### src/rtl/pulpemu_rst_pkg.sv
// Shared types for the reset sequencer: FSM state encoding and sticky cause-bit positions.
package pulpemu_rst_pkg;

   typedef enum logic [1:0] {
      ST_HOLD    = 2'd0,
      ST_RELEASE = 2'd1,
      ST_RUN     = 2'd2
   } rst_state_e;

   localparam int unsigned CAUSE_POR  = 0;
   localparam int unsigned CAUSE_SW   = 1;
   localparam int unsigned CAUSE_SRC0 = 2;

endpackage

### src/rtl/pulpemu_rst_debounce.sv
// One reset source: 2-flop synchroniser then a saturating run-length counter; qual_o is registered.
// Raw high at edge 0 gives qual_o high after edge 2+DEBOUNCE_CYC; no backpressure.
module pulpemu_rst_debounce #(
   parameter int DEBOUNCE_CYC = 16
) (
   input  logic clk_i,
   input  logic rst_ni,
   input  logic src_i,
   input  logic en_i,
   output logic qual_o
);

   localparam int CNT_W = $clog2(DEBOUNCE_CYC + 1);
   localparam logic [CNT_W-1:0] CNT_MAX = CNT_W'(DEBOUNCE_CYC);

   logic             sync1_q, sync1_d;
   logic             sync2_q, sync2_d;
   logic [CNT_W-1:0] cnt_q, cnt_d;
   logic             qual_q, qual_d;

   // The counter keeps running while disabled so enabling a held source qualifies at once.
   always_comb begin
      sync1_d = src_i;
      sync2_d = sync1_q;
      cnt_d   = '0;
      if (sync2_q) begin
         cnt_d = (cnt_q == CNT_MAX) ? cnt_q : cnt_q + CNT_W'(1);
      end
      qual_d  = en_i && (cnt_q == CNT_MAX);
   end

   always_ff @(posedge clk_i or negedge rst_ni) begin
      if (!rst_ni) begin
         sync1_q <= 1'b0;
         sync2_q <= 1'b0;
         cnt_q   <= '0;
         qual_q  <= 1'b0;
      end else begin
         sync1_q <= sync1_d;
         sync2_q <= sync2_d;
         cnt_q   <= cnt_d;
         qual_q  <= qual_d;
      end
   end

   assign qual_o = qual_q;

endmodule

### src/rtl/pulpemu_reset_seq.sv
// Reset sequencer: any request holds all domains for STRETCH_CYC, then releases them STEP_CYC apart.
// SW request reaches dom_rst_no in 1 cycle, raw sources in DEBOUNCE_CYC+3; no backpressure.
module pulpemu_reset_seq
   import pulpemu_rst_pkg::*;
#(
   parameter int N_SRC        = 2,
   parameter int N_DOM        = 3,
   parameter int DEBOUNCE_CYC = 16,
   parameter int STRETCH_CYC  = 64,
   parameter int STEP_CYC     = 8
) (
   input  logic               clk_i,
   input  logic               rst_ni,
   input  logic [N_SRC-1:0]   src_rst_i,
   input  logic [N_SRC-1:0]   src_en_i,
   input  logic               sw_rst_req_i,
   input  logic               cause_clr_i,
   output logic [N_DOM-1:0]   dom_rst_no,
   output logic               busy_o,
   output logic [N_SRC+1:0]   rst_cause_o
);

   if (N_SRC < 1) begin : g_bad_n_src
      $fatal(1, "pulpemu_reset_seq: N_SRC must be >= 1");
   end
   if (N_DOM < 1 || N_DOM > 8) begin : g_bad_n_dom
      $fatal(1, "pulpemu_reset_seq: N_DOM must be in 1..8");
   end
   if (DEBOUNCE_CYC < 1) begin : g_bad_debounce
      $fatal(1, "pulpemu_reset_seq: DEBOUNCE_CYC must be >= 1");
   end
   if (STRETCH_CYC < 1) begin : g_bad_stretch
      $fatal(1, "pulpemu_reset_seq: STRETCH_CYC must be >= 1");
   end
   if (STEP_CYC < 1) begin : g_bad_step
      $fatal(1, "pulpemu_reset_seq: STEP_CYC must be >= 1");
   end

   localparam int STR_W  = $clog2(STRETCH_CYC + 1);
   localparam int STEP_W = $clog2(STEP_CYC + 1);
   localparam logic [STR_W-1:0]  STRETCH_INIT = STR_W'(STRETCH_CYC);
   localparam logic [STEP_W-1:0] STEP_RELOAD  = STEP_W'(STEP_CYC - 1);
   localparam logic [N_DOM-1:0]  DOM_FIRST    = N_DOM'(1);

   logic [N_SRC-1:0] src_qual;
   logic             req;

   for (genvar i = 0; i < N_SRC; i++) begin : g_src
      pulpemu_rst_debounce #(
         .DEBOUNCE_CYC (DEBOUNCE_CYC)
      ) u_debounce (
         .clk_i  (clk_i),
         .rst_ni (rst_ni),
         .src_i  (src_rst_i[i]),
         .en_i   (src_en_i[i]),
         .qual_o (src_qual[i])
      );
   end

   assign req = (|src_qual) | sw_rst_req_i;

   rst_state_e         state_q, state_d;
   logic [STR_W-1:0]   stretch_q, stretch_d;
   logic [STEP_W-1:0]  step_q, step_d;
   logic [N_DOM-1:0]   dom_q, dom_d;
   logic               busy_q, busy_d;
   logic [N_SRC+1:0]   cause_q, cause_d;
   logic [N_SRC+1:0]   cause_set;

   always_comb begin
      state_d   = state_q;
      stretch_d = stretch_q;
      step_d    = step_q;
      dom_d     = dom_q;
      if (req) begin
         state_d   = ST_HOLD;
         stretch_d = STRETCH_INIT;
         dom_d     = '0;
      end else begin
         unique case (state_q)
            ST_HOLD: begin
               dom_d = '0;
               if (stretch_q == '0) begin
                  state_d = ST_RELEASE;
                  dom_d   = DOM_FIRST;
                  step_d  = STEP_RELOAD;
               end else begin
                  stretch_d = stretch_q - STR_W'(1);
               end
            end
            ST_RELEASE: begin
               // Domains release as a thermometer code, lowest index first.
               if (&dom_q) begin
                  state_d = ST_RUN;
               end else if (step_q == '0) begin
                  dom_d  = (dom_q << 1) | DOM_FIRST;
                  step_d = STEP_RELOAD;
               end else begin
                  step_d = step_q - STEP_W'(1);
               end
            end
            ST_RUN: begin
            end
            default: begin
               state_d   = ST_HOLD;
               stretch_d = STRETCH_INIT;
               dom_d     = '0;
            end
         endcase
      end
      busy_d = (state_d != ST_RUN);

      // A set in the same cycle as a clear survives for that bit.
      cause_set                         = '0;
      cause_set[CAUSE_SW]               = sw_rst_req_i;
      cause_set[CAUSE_SRC0 +: N_SRC]    = src_qual;
      cause_d = cause_set | (cause_clr_i ? '0 : cause_q);
   end

   always_ff @(posedge clk_i or negedge rst_ni) begin
      if (!rst_ni) begin
         state_q            <= ST_HOLD;
         stretch_q          <= STRETCH_INIT;
         step_q             <= '0;
         dom_q              <= '0;
         busy_q             <= 1'b1;
         cause_q            <= '0;
         cause_q[CAUSE_POR] <= 1'b1;
      end else begin
         state_q   <= state_d;
         stretch_q <= stretch_d;
         step_q    <= step_d;
         dom_q     <= dom_d;
         busy_q    <= busy_d;
         cause_q   <= cause_d;
      end
   end

   assign dom_rst_no  = dom_q;
   assign busy_o      = busy_q;
   assign rst_cause_o = cause_q;

endmodule

### config.mk
export PLATFORM = sky130hd
export DESIGN_NAME = pulpemu_reset_seq
export DESIGN_NICKNAME = d
export VERILOG_FILES = /design/src/rtl/pulpemu_rst_pkg.sv /design/src/rtl/pulpemu_rst_debounce.sv /design/src/rtl/pulpemu_reset_seq.sv
export SDC_FILE = /design/constraint.sdc
export NUM_CORES = 1
export LEC_CHECK = 0
export ABC_AREA = 1
export CAP_MARGIN = 20
export CORE_ASPECT_RATIO = 0.5
export CORE_MARGIN = 3
export CORE_UTILIZATION = 30
export CTS_CLUSTER_DIAMETER = 150
export DETAILED_ROUTE_END_ITERATION = 8
export GPL_TIMING_DRIVEN = 0
export PLACE_DENSITY_LB_ADDON = 0.15
export SLEW_MARGIN = 20
export SYNTH_ARGS = -nofsm -noshare
export SYNTH_HDL_FRONTEND = slang
export SYNTH_HIERARCHICAL = 1
export SYNTH_SLANG_ARGS = --single-unit
### constraint.sdc
create_clock -name clk_i -period 1.7 [get_ports clk_i]
set_clock_uncertainty 0.15 [all_clocks]
set_input_delay 0.34 -clock clk_i [delete_from_list [all_inputs] [get_ports clk_i]]
set_output_delay 0.34 -clock clk_i [all_outputs]
set_load 0.05 [all_outputs]
Word-level counts from Yosys, hierarchy flattened
Index checks and enable logic that the tools add are counted.

Bits of input ports: 8. Output and inout bits: 8. Bits in registers: 37. Word-level logic and storage cells: 68.

Add/sub/neg operators: 4. Reduce and logical (&&, ||, !) cells: 12. Multiplexer cells: 21. Equal/unequal tests: 14. Bitwise logic cells: 3.

Operators with widths (count): $mux 5 (4); $mux 4 (4); $mux 7 (2); $pmux 7 s2 (1); $ne 2x2->1 const B (6); $add 5x1->5 const B (2); $eq 5x5->1 const B (2); $mux 3 (3); $ne 3x3->1 const B (3); $pmux 3 s3 (1); $pmux 4 s2 (1); $logic_not 7->1 (1); $sub 7x1->7 const B (1); $mux 2 (3); $pmux 2 s3 (1); $reduce_and 3->1 (2); $logic_not 4->1 (1); $or 4x4->4 (1); $reduce_and 4->1 (1); $reduce_or 2->1 (2); $sub 4x1->4 const B (1); $eq 2x1->1 const B (1); $eq 2x2->1 const B (1); $logic_and 1x1->1 (2); other kinds (7) (7).

Depth between registers and ports, before layout
Gate-level depths: netlist of run 1.

Depth in word-level cells: 5. Gate-level depth with buffers: 10. Mapped depth without buffers: 9.

Hierarchy
Netlist of run 1, hierarchy kept.

Modules (own cells, without submodules): pulpemu_reset_seq (cells an instance 162, instances 1, seq. area each 529.3 um^2, area each 1317.5 um^2); pulpemu_rst_debounce (cells an instance 41, instances 2, seq. area each 200.2 um^2, area each 360.3 um^2).

Worst setup path before layout of run 1
OpenSTA, ideal clock, no wires.

Kind: register to register. Start point: register dom_q[1], in the netlist dom_rst_no[1]. End point: register step_q[3]. Buffers on the path: 0. Cell stages (with the launch flop): 7. Period minus slack after synthesis: 1531 ps. Arrival time: 1307 ps. Setup time: 74 ps. Setup slack: 169 ps. Required time: 1476 ps. Cell sequence: dfrtp_1 > nand3_1 > nor2_2 > nor2_8 > nand2_4 > nand2_1 > o21ai_2.

Cells in the longest elaborated chain, start to end: 3.

RTL lines: from (decl) (RTL line pulpemu_reset_seq.sv:65) `logic [N_DOM-1:0] dom_q, dom_d;`; from (signal assigned) (RTL line pulpemu_reset_seq.sv:133) `dom_q <= dom_d;`; $reduce_and 3->1 (RTL line pulpemu_reset_seq.sv:93) `if (&dom_q) begin`; $ne 2x2->1 (no source line); $reduce_and 4->1 (no source line); to (signal assigned) (RTL line pulpemu_reset_seq.sv:132) `step_q <= step_d;`; to (decl) (RTL line pulpemu_reset_seq.sv:64) `logic [STEP_W-1:0] step_q, step_d;`.

Every way passes these cells. A chain may end at the register's enable or synchronous reset.

Final worst setup path of run 1
Start point: register cause_q[0], in the netlist rst_cause_o[0]. End point: output port rst_cause_o[0].

RTL lines: from (decl) (RTL line pulpemu_reset_seq.sv:67) `logic [N_SRC+1:0] cause_q, cause_d;`; from (signal assigned) (RTL line pulpemu_reset_seq.sv:135) `cause_q <= cause_d;`; to (decl) (RTL line pulpemu_reset_seq.sv:20) `output logic [N_SRC+1:0] rst_cause_o`.

No word-level cell between the ends.

==> results of run 1 <==
state kept, by name, summed over array words and instances (netlist names):
register / flops
dom_rst_no: 3
rst_cause_o: 4
stretch_q: 7
g_src.u_debounce/qual_o: 2
step_q: 4
busy_o: 1
g_src.u_debounce/sync1_q: 2
g_src.u_debounce/sync2_q: 2
g_src.u_debounce/cnt_q: 10
state_q: 2
per-layer routing:
metal  vias up  part of all wire  global-route usage
li1        817                 -                   -
met1       691              0.52              0.1441
met2        14              0.44              0.1661
met3         2             0.032             0.03448
met4         0            0.0078             0.02510
met5         -                 0                   0
placed cells by master (no fill, tap or decap), types with 2 or more instances in the layout:
cell type	n
nor2_1	21
clkdlybuf4s15_2	4
or2_1	2
clkdlybuf4s50_1	6
xor2_1	2
o21ai_2	2
nand4_1	6
inv_1	31
dfrtp_1	34
nor2_2	5
clkinv_2	3
nor2_4	3
o21bai_1	2
nand3_1	32
dlygate4sd2_1	3
ha_1	10
nand3b_1	3
dfstp_2	3
nand2_1	62
buf_2	2
inv_2	4
clkbuf_16	5
nand2_4	3
nand2_2	5
cell type report:
| cell class | count | area (sq um) |
|---|---|---|
| Tap cell | 88 | 110.1 |
| Buffer | 2 | 16.27 |
| Sequential cell | 37 | 929.6 |
| Clock buffer | 6 | 128.9 |
| Timing Repair Buffer | 18 | 178.9 |
| Clock inverter | 2 | 10.01 |
| Inverter | 36 | 136.4 |
| Fill cell | 648 | 3831 |
| Multi-Input combinational cell | 169 | 964.7 |
cells by family (layout without fill, tap and decap cells):
group | after synthesis | count (layout)
flip-flops | 37 | 37
AO/OA/AOI/OAI | 7 | 7
AND/OR/NAND/NOR | 148 | 148
adder cells (fa/ha/maj) | 11 | 11
buffers and inverters | 38 | 64
XOR/XNOR | 3 | 3
cells in the mapped netlist (2+ instances only):
cell	number	share of area
nor2_1	22	0.041
xor2_1	2	0.0086
nand4_1	6	0.018
nand3_1	32	0.079
o21ai_2	2	0.0086
or2_1	2	0.0061
nor2_4	3	0.017
o21bai_1	2	0.0074
nand3b_1	3	0.011
nor2_2	4	0.012
dfrtp_1	34	0.42
inv_2	3	0.0055
nand2_1	62	0.11
inv_1	32	0.059
ha_1	11	0.068
dfstp_2	3	0.039
nand2_4	3	0.017
nand2_2	5	0.015
power by group:
group / switching, mW / internal [mW]
clock network: 0.349 / 0.538
logic: 0.542 / 0.340
registers: 0.135 / 1.02
total: 1.03 / 1.90
worst max-delay path by stage:
| stage | start | endpoint | slack [ns] | cells after the start |
|---|---|---|---|---|
| 5_1_grt | state_q[1] | step_q[0] | -0.02 | 10 |
| 3_3_place_gp | rst_ni | g_src[0].u_debounce/sync1_q | -0.80 | 1 |
| 4_1_cts | dom_rst_no[2] | dom_rst_no[2] | 0.02 | 1 |
| 3_5_place_dp | rst_cause_o[0] | rst_cause_o[0] | -0.09 | 1 |
| 6_report | rst_cause_o[0] | rst_cause_o[0] | 0.05 | 1 |
| 2_1_floorplan | dom_rst_no[1] | step_q[3] | 0.17 | 6 |
metrics by stage:
step / hold WS [ns] / area, sq um
after floorplan: -0.1056 / 2038
after global placement: 0.1818 / 2298
after detailed placement: 0.1263 / 2313
after CTS: 0.2004 / 2464
after global routing: 0.2071 / 2475
final: 0.1995 / 2475
timing repair:
action | CTS | global route
setup buffers | 0 | 1
endpoints found under the hold margin | 12 | 0
hold buffers | 1 | 0
resized for setup | 17 | 5
endpoints found under the setup margin | 8 | 13
==> results.cfg, run 1 <==
[detailed_routing]
avgRoutedWirePerCell_um = 10.32
drt-total-wl_um = 3695
drc = 0
detail_route.vias_per_cell = 4.257
dr_total_vias = 1524
antenna_left = 0
firstDrtPassIters = 5
drt-initial-drc-count = 62

[synthesis]
synth_cell_types = 31
synth_top_family_by_area = simple AND/OR/NAND/NOR gates
synth-xor-area-share = 0.01289
netlist_area_sq_mm = 0.002038
synth-simple-area-share = 0.3671
synth-main-ff-cell = dfrtp_1
ys_warn_count = 6
muxShareOfSynthArea = 0
synth_nets = 263
synth_cells = 244
yosysSeqAreaShare = 0.4561
synth_fa_ha_area_frac = 0.06753
ys_ff_latch = 37
synth_edf_count = 0
synth_compound_area_frac = 0.02333
syn_area_per_cell_sq_um = 8.353
synth-async-reset-ratio = 1.000

[layout]
nets = 288
num_antenna_cells = 0
fin_util = 0.3925
final_cells = 358
syn_to_final_growth_pct = 21.42
drive_gt1_frac = 0.1815

[setup_path]
slowest_stage = dfstp_2
reg2reg_depth = 9
crit_required_ns = 1.21
r2r_end = step_q[0]
r2r-start = state_q[0]
path_max_fanout = 2
ff2ff_setup_slack_ns = 0.10
worstSetupStartpointType = flip-flop
crit_family = flip-flops
cp_cell_sequence = clkdlybuf4s15_2
cpPeakStageDelay_ns = 0.52
critPathKind = reg -> out
end_kind = output pin
arrival_ns = 1.16
cp_num_buf_inv = 1

[global_route]
antenna_found_initial = 0
grt_max_degree = 26
gr-usage-all-layers = 0.1067
grt_pass1_wl_um = 6693
grt_pass1_vias = 1465
grt_remaining_overflow = 0

[place]
dp.cells = 348
place.gp.congestion = 0.7223
dp_hpwl_um = 2763
io_buffers = 15
pre_cts_ws_ns = -0.09117

[power]
totalPowerFinal_mw = 2.924
p_leak_nw = 1.291
vdd_drop_max_mv = 0.4217
p_per_area_mw_per_mm2 = 1181

[clock_tree]
clk_pin_slew_ns = 0.06
ctsRootBufferMaster = clkbuf_16
clockBufferDepth = 2
htreeDepth = 2
cts_tree = done
clk_latency_ns = 0.27
clock_sinks = 37
cts_buffers = 5

[worst_hold_path]
hp-start = g_src[0].u_debounce/sync1_q
min_path_cells = 0
min_to = g_src[0].u_debounce/sync2_q
hold_path_class = reg -> reg

[sta]
max_freq_mhz = 607.2
setup_viol = 0
final.setup.tns_ns = 0
post-route-min-period_ns = 1.647
rsz0062_at_grt = true
tightest_slew_ns = 0.4901
slew_headroom = 0.6746
fin_ws_ns = 0.05303
slew_viol_final = 0
period_share = 0.9688
finalHoldViolCount = 0

[die]
initial_core_util = 0.3232
die_y_um = 64.29
die-area_sq_mm = 0.007879
die_w_um = 122.6
num_rows = 20
core_sq_mm = 0.006306
ios = 16

[outcome]
status = completed

[flow_run]
max_cap_viol_count = 0
No activity file was read; power rests on OpenSTA's default activity.
==> run 2: changes to the inputs <==
--- a/config.mk
+++ b/config.mk
@@ -5,12 +5,11 @@
 export SDC_FILE = /design/constraint.sdc
 export NUM_CORES = 1
 export LEC_CHECK = 0
-export ABC_AREA = 1
 export CAP_MARGIN = 20
 export CORE_ASPECT_RATIO = 0.5
 export CORE_MARGIN = 3
 export CORE_UTILIZATION = 30
-export CTS_CLUSTER_DIAMETER = 150
+export CTS_CLUSTER_DIAMETER = 30
 export DETAILED_ROUTE_END_ITERATION = 8
 export GPL_TIMING_DRIVEN = 0
 export PLACE_DENSITY_LB_ADDON = 0.15
==> results.cfg, run 2 <==
[synthesis]
synth_nets = 199
synth_cell_types = 40
synth_edf_count = 0
synth-async-reset-ratio = 1.000
synth_cells = 180
synth_top_area_cell = dfrtp_1
netlist_area_sq_mm = 0.001911
synth_area_leaders = dfrtp_1 45%, ha_1 7.2%, mux2i_1 4.2%
yosys.area.top_type_share = 0.4453
ys_top_cells_by_count = 34 x dfrtp_1, 13 x inv_1, 13 x nand2_1
syn_area_per_cell_sq_um = 10.61
ys_ff_latch = 37
yosysSeqAreaShare = 0.4866
ys_warn_count = 6
synth-main-ff-cell = dfrtp_1
synthMostInstantiatedCell = dfrtp_1

[sta]
rsz0062_at_grt = true
slew_viol_final = 0
post-route-min-period_ns = 1.839
hold_ws_ns = 0.2002
max_freq_mhz = 543.6
tightest_slew_ns = 0.5937
final.setup.tns_ns = -0.7625
slew_headroom = 0.6025
setup_viol = 11
finalHoldViolCount = 0
period_share = 1.082
fin_ws_ns = -0.1394

[power]
totalPowerFinal_mw = 3.350
netSwitchingPower_mw = 1.159
power_frac_seq = 0.357
p_leak_nw = 1.158
p_comb_frac = 0.373
swShare = 0.3461
p_int_mw = 2.190
vdd_drop_max_mv = 0.4705
p_clk_frac = 0.270
p_per_area_mw_per_mm2 = 1243

[die]
initial_core_util = 0.3294
core_sq_mm = 0.005801
die_y_um = 62.43
ios = 16
die_w_um = 118.9
num_rows = 19
die-area_sq_mm = 0.007420

[layout]
multi_input_area_sq_mm = 0.001111
top_regs = g_src.u_debounce/cnt_q: 10 flops, stretch_q: 7 flops
ff_latch_area_sq_um = 929.6
syn_to_final_growth_pct = 41.00
drive_gt1_frac = 0.3644
mostFrequentLayoutCells = 34 x dfrtp_1, 19 x buf_4, 13 x nand2_1, 11 x nand2b_1
mostFrequentLayoutCell = dfrtp_1
num_antenna_cells = 0
largest_register_ffs = 10
largest-register = g_src.u_debounce/cnt_q
nFillCells = 556
fin_util = 0.4644
nets = 243

[global_route]
grt_pass1_wl_um = 6934
grt_max_degree = 27
use_met2 = 0.1859
use_met3 = 0.02984
grt_pass1_vias = 1523
grt_remaining_overflow = 0
met1_usage = 0.1490
busiest_layer = met2
antenna_found_initial = 0
gr-usage-all-layers = 0.1162

[setup_path]
worstSetupStartpointType = flip-flop
crit_family = compound AO/OA/AOI/OAI gates
worst-path-stages = 5
path_max_fanout = 5
crit_required_ns = 1.70
critPathKind = reg -> reg
end_kind = flip-flop
cpPeakStageDelay_ns = 0.50
arrival_ns = 1.84
cp_cell_sequence = buf_4, ha_4, o211ai_1, nand2b_4, o221ai_2
slowest_stage = o211ai_1
ff2ff_setup_slack_ns = -0.14
r2r-start = state_q[0]
startpoint = state_q[0]
reg2reg_depth = 5
cp_num_buf_inv = 1

[detailed_routing]
avgRoutedWirePerCell_um = 13.15
drt-initial-drc-count = 22
dr_total_vias = 1466
firstDrtPassIters = 4
detail_route.vias_per_cell = 4.744
drc = 0
antenna_left = 0
drt-total-wl_um = 4064

[clock_tree]
clk_latency_ns = 0.28
htreeDepth = 2
clk_pin_slew_ns = 0.06
clockBufferDepth = 2
clock_sinks = 37
cts_buffers = 5
cts_tree = done
ctsRootBufferMaster = clkbuf_16

[worst_hold_path]
hold_path_class = reg -> reg
hp-start = g_src[1].u_debounce/sync1_q
min_path_cells = 0

[outcome]
status = complete, but fails checks
violations = negative setup slack

[place]
io_buffers = 15
place.gp.congestion = 0.7063
dp_hpwl_um = 2645

[flow_run]
max_cap_viol_count = 0
==> run 2: logic make-up (layout without fill, tap and decap cells) <==
group | count (synthesis) | count (layout) | share of synthesized area
DFF | 37 | 37 | 0.4866
AOI/OAI and AO/OA | 35 | 35 | 0.1382
xor gates and xnor gates | 3 | 3 | 0.01375
muxes | 8 | 8 | 0.04191
buffers and inverters | 16 | 61 | 0.03537
and+or+nand+nor | 70 | 70 | 0.2122
adders and majority gates | 11 | 11 | 0.07204
==> run 2: worst paths after layout <==
check / to
setup / recovery: step_q[3]
hold reg to reg: g_src[1].u_debounce/sync2_q
setup reg to reg: step_q[3]
max in group asynchronous: stretch_q[6]
min in group asynchronous: g_src[1].u_debounce/cnt_q[4]
hold / removal: g_src[1].u_debounce/sync2_q
==> run 2: power by group through the flow <==
| stage | clock, mW | combinational [mW] | sequential [mW] |
|---|---|---|---|
| final | 0.904 | 1.25 | 1.20 |
| after detailed placement | 0 | 0.816 | 1.20 |
| after global routing | 0.985 | 1.38 | 1.22 |
| after CTS | 0.931 | 1.15 | 1.19 |
| after floorplan | 0 | 0.609 | 1.19 |
| after global placement | 0 | 0.795 | 1.19 |
==> run 2: layout make-up <==
type | instances | area share
Clock inverter | 2 | 0.005574
Buffer | 2 | 0.006038
Clock buffer | 6 | 0.04784
Multi-Input combinational cell | 127 | 0.4124
Inverter | 13 | 0.01951
Sequential cell | 37 | 0.3451
Tap cell | 84 | 0.03902
Timing Repair Buffer | 38 | 0.1245
==> run 2: per-stage QoR <==
stage | worst slack [ns] | cell area (sq um) | std cells
floorplan | -0.05329 | 1931 | 180
global placement | -0.8162 | 2186 | 279
detailed placement | -0.5339 | 2201 | 280
CTS | -0.07638 | 2599 | 305
global route | -0.2171 | 2694 | 309
finish | -0.1394 | 2694 | 309
==> run 2: timing repair <==
item                       in CTS  in global routing
gates cloned                    0                  0
hold buffers                    1                  0
resized for setup              50                 17
pin swaps                       9                 11
buffers inserted               17                  4
hold endpoints to repair       10                  0
setup endpoints to repair      24                 19
==> run 2: worst reg2reg max path: stages (launching register included) <==
cell	delay, ns
dfrtp_1	0.39
buf_4	0.15
ha_4	0.16
o211ai_1	0.50
nand2b_4	0.28
o221ai_2	0.08
==> run 2: metal layers <==
metal | part of all wire | wire length [um]
met3 | 0.024 | 96
met4 | 0.017 | 68
met5 | 0 | 0
met1 | 0.50 | 2030
met2 | 0.46 | 1869
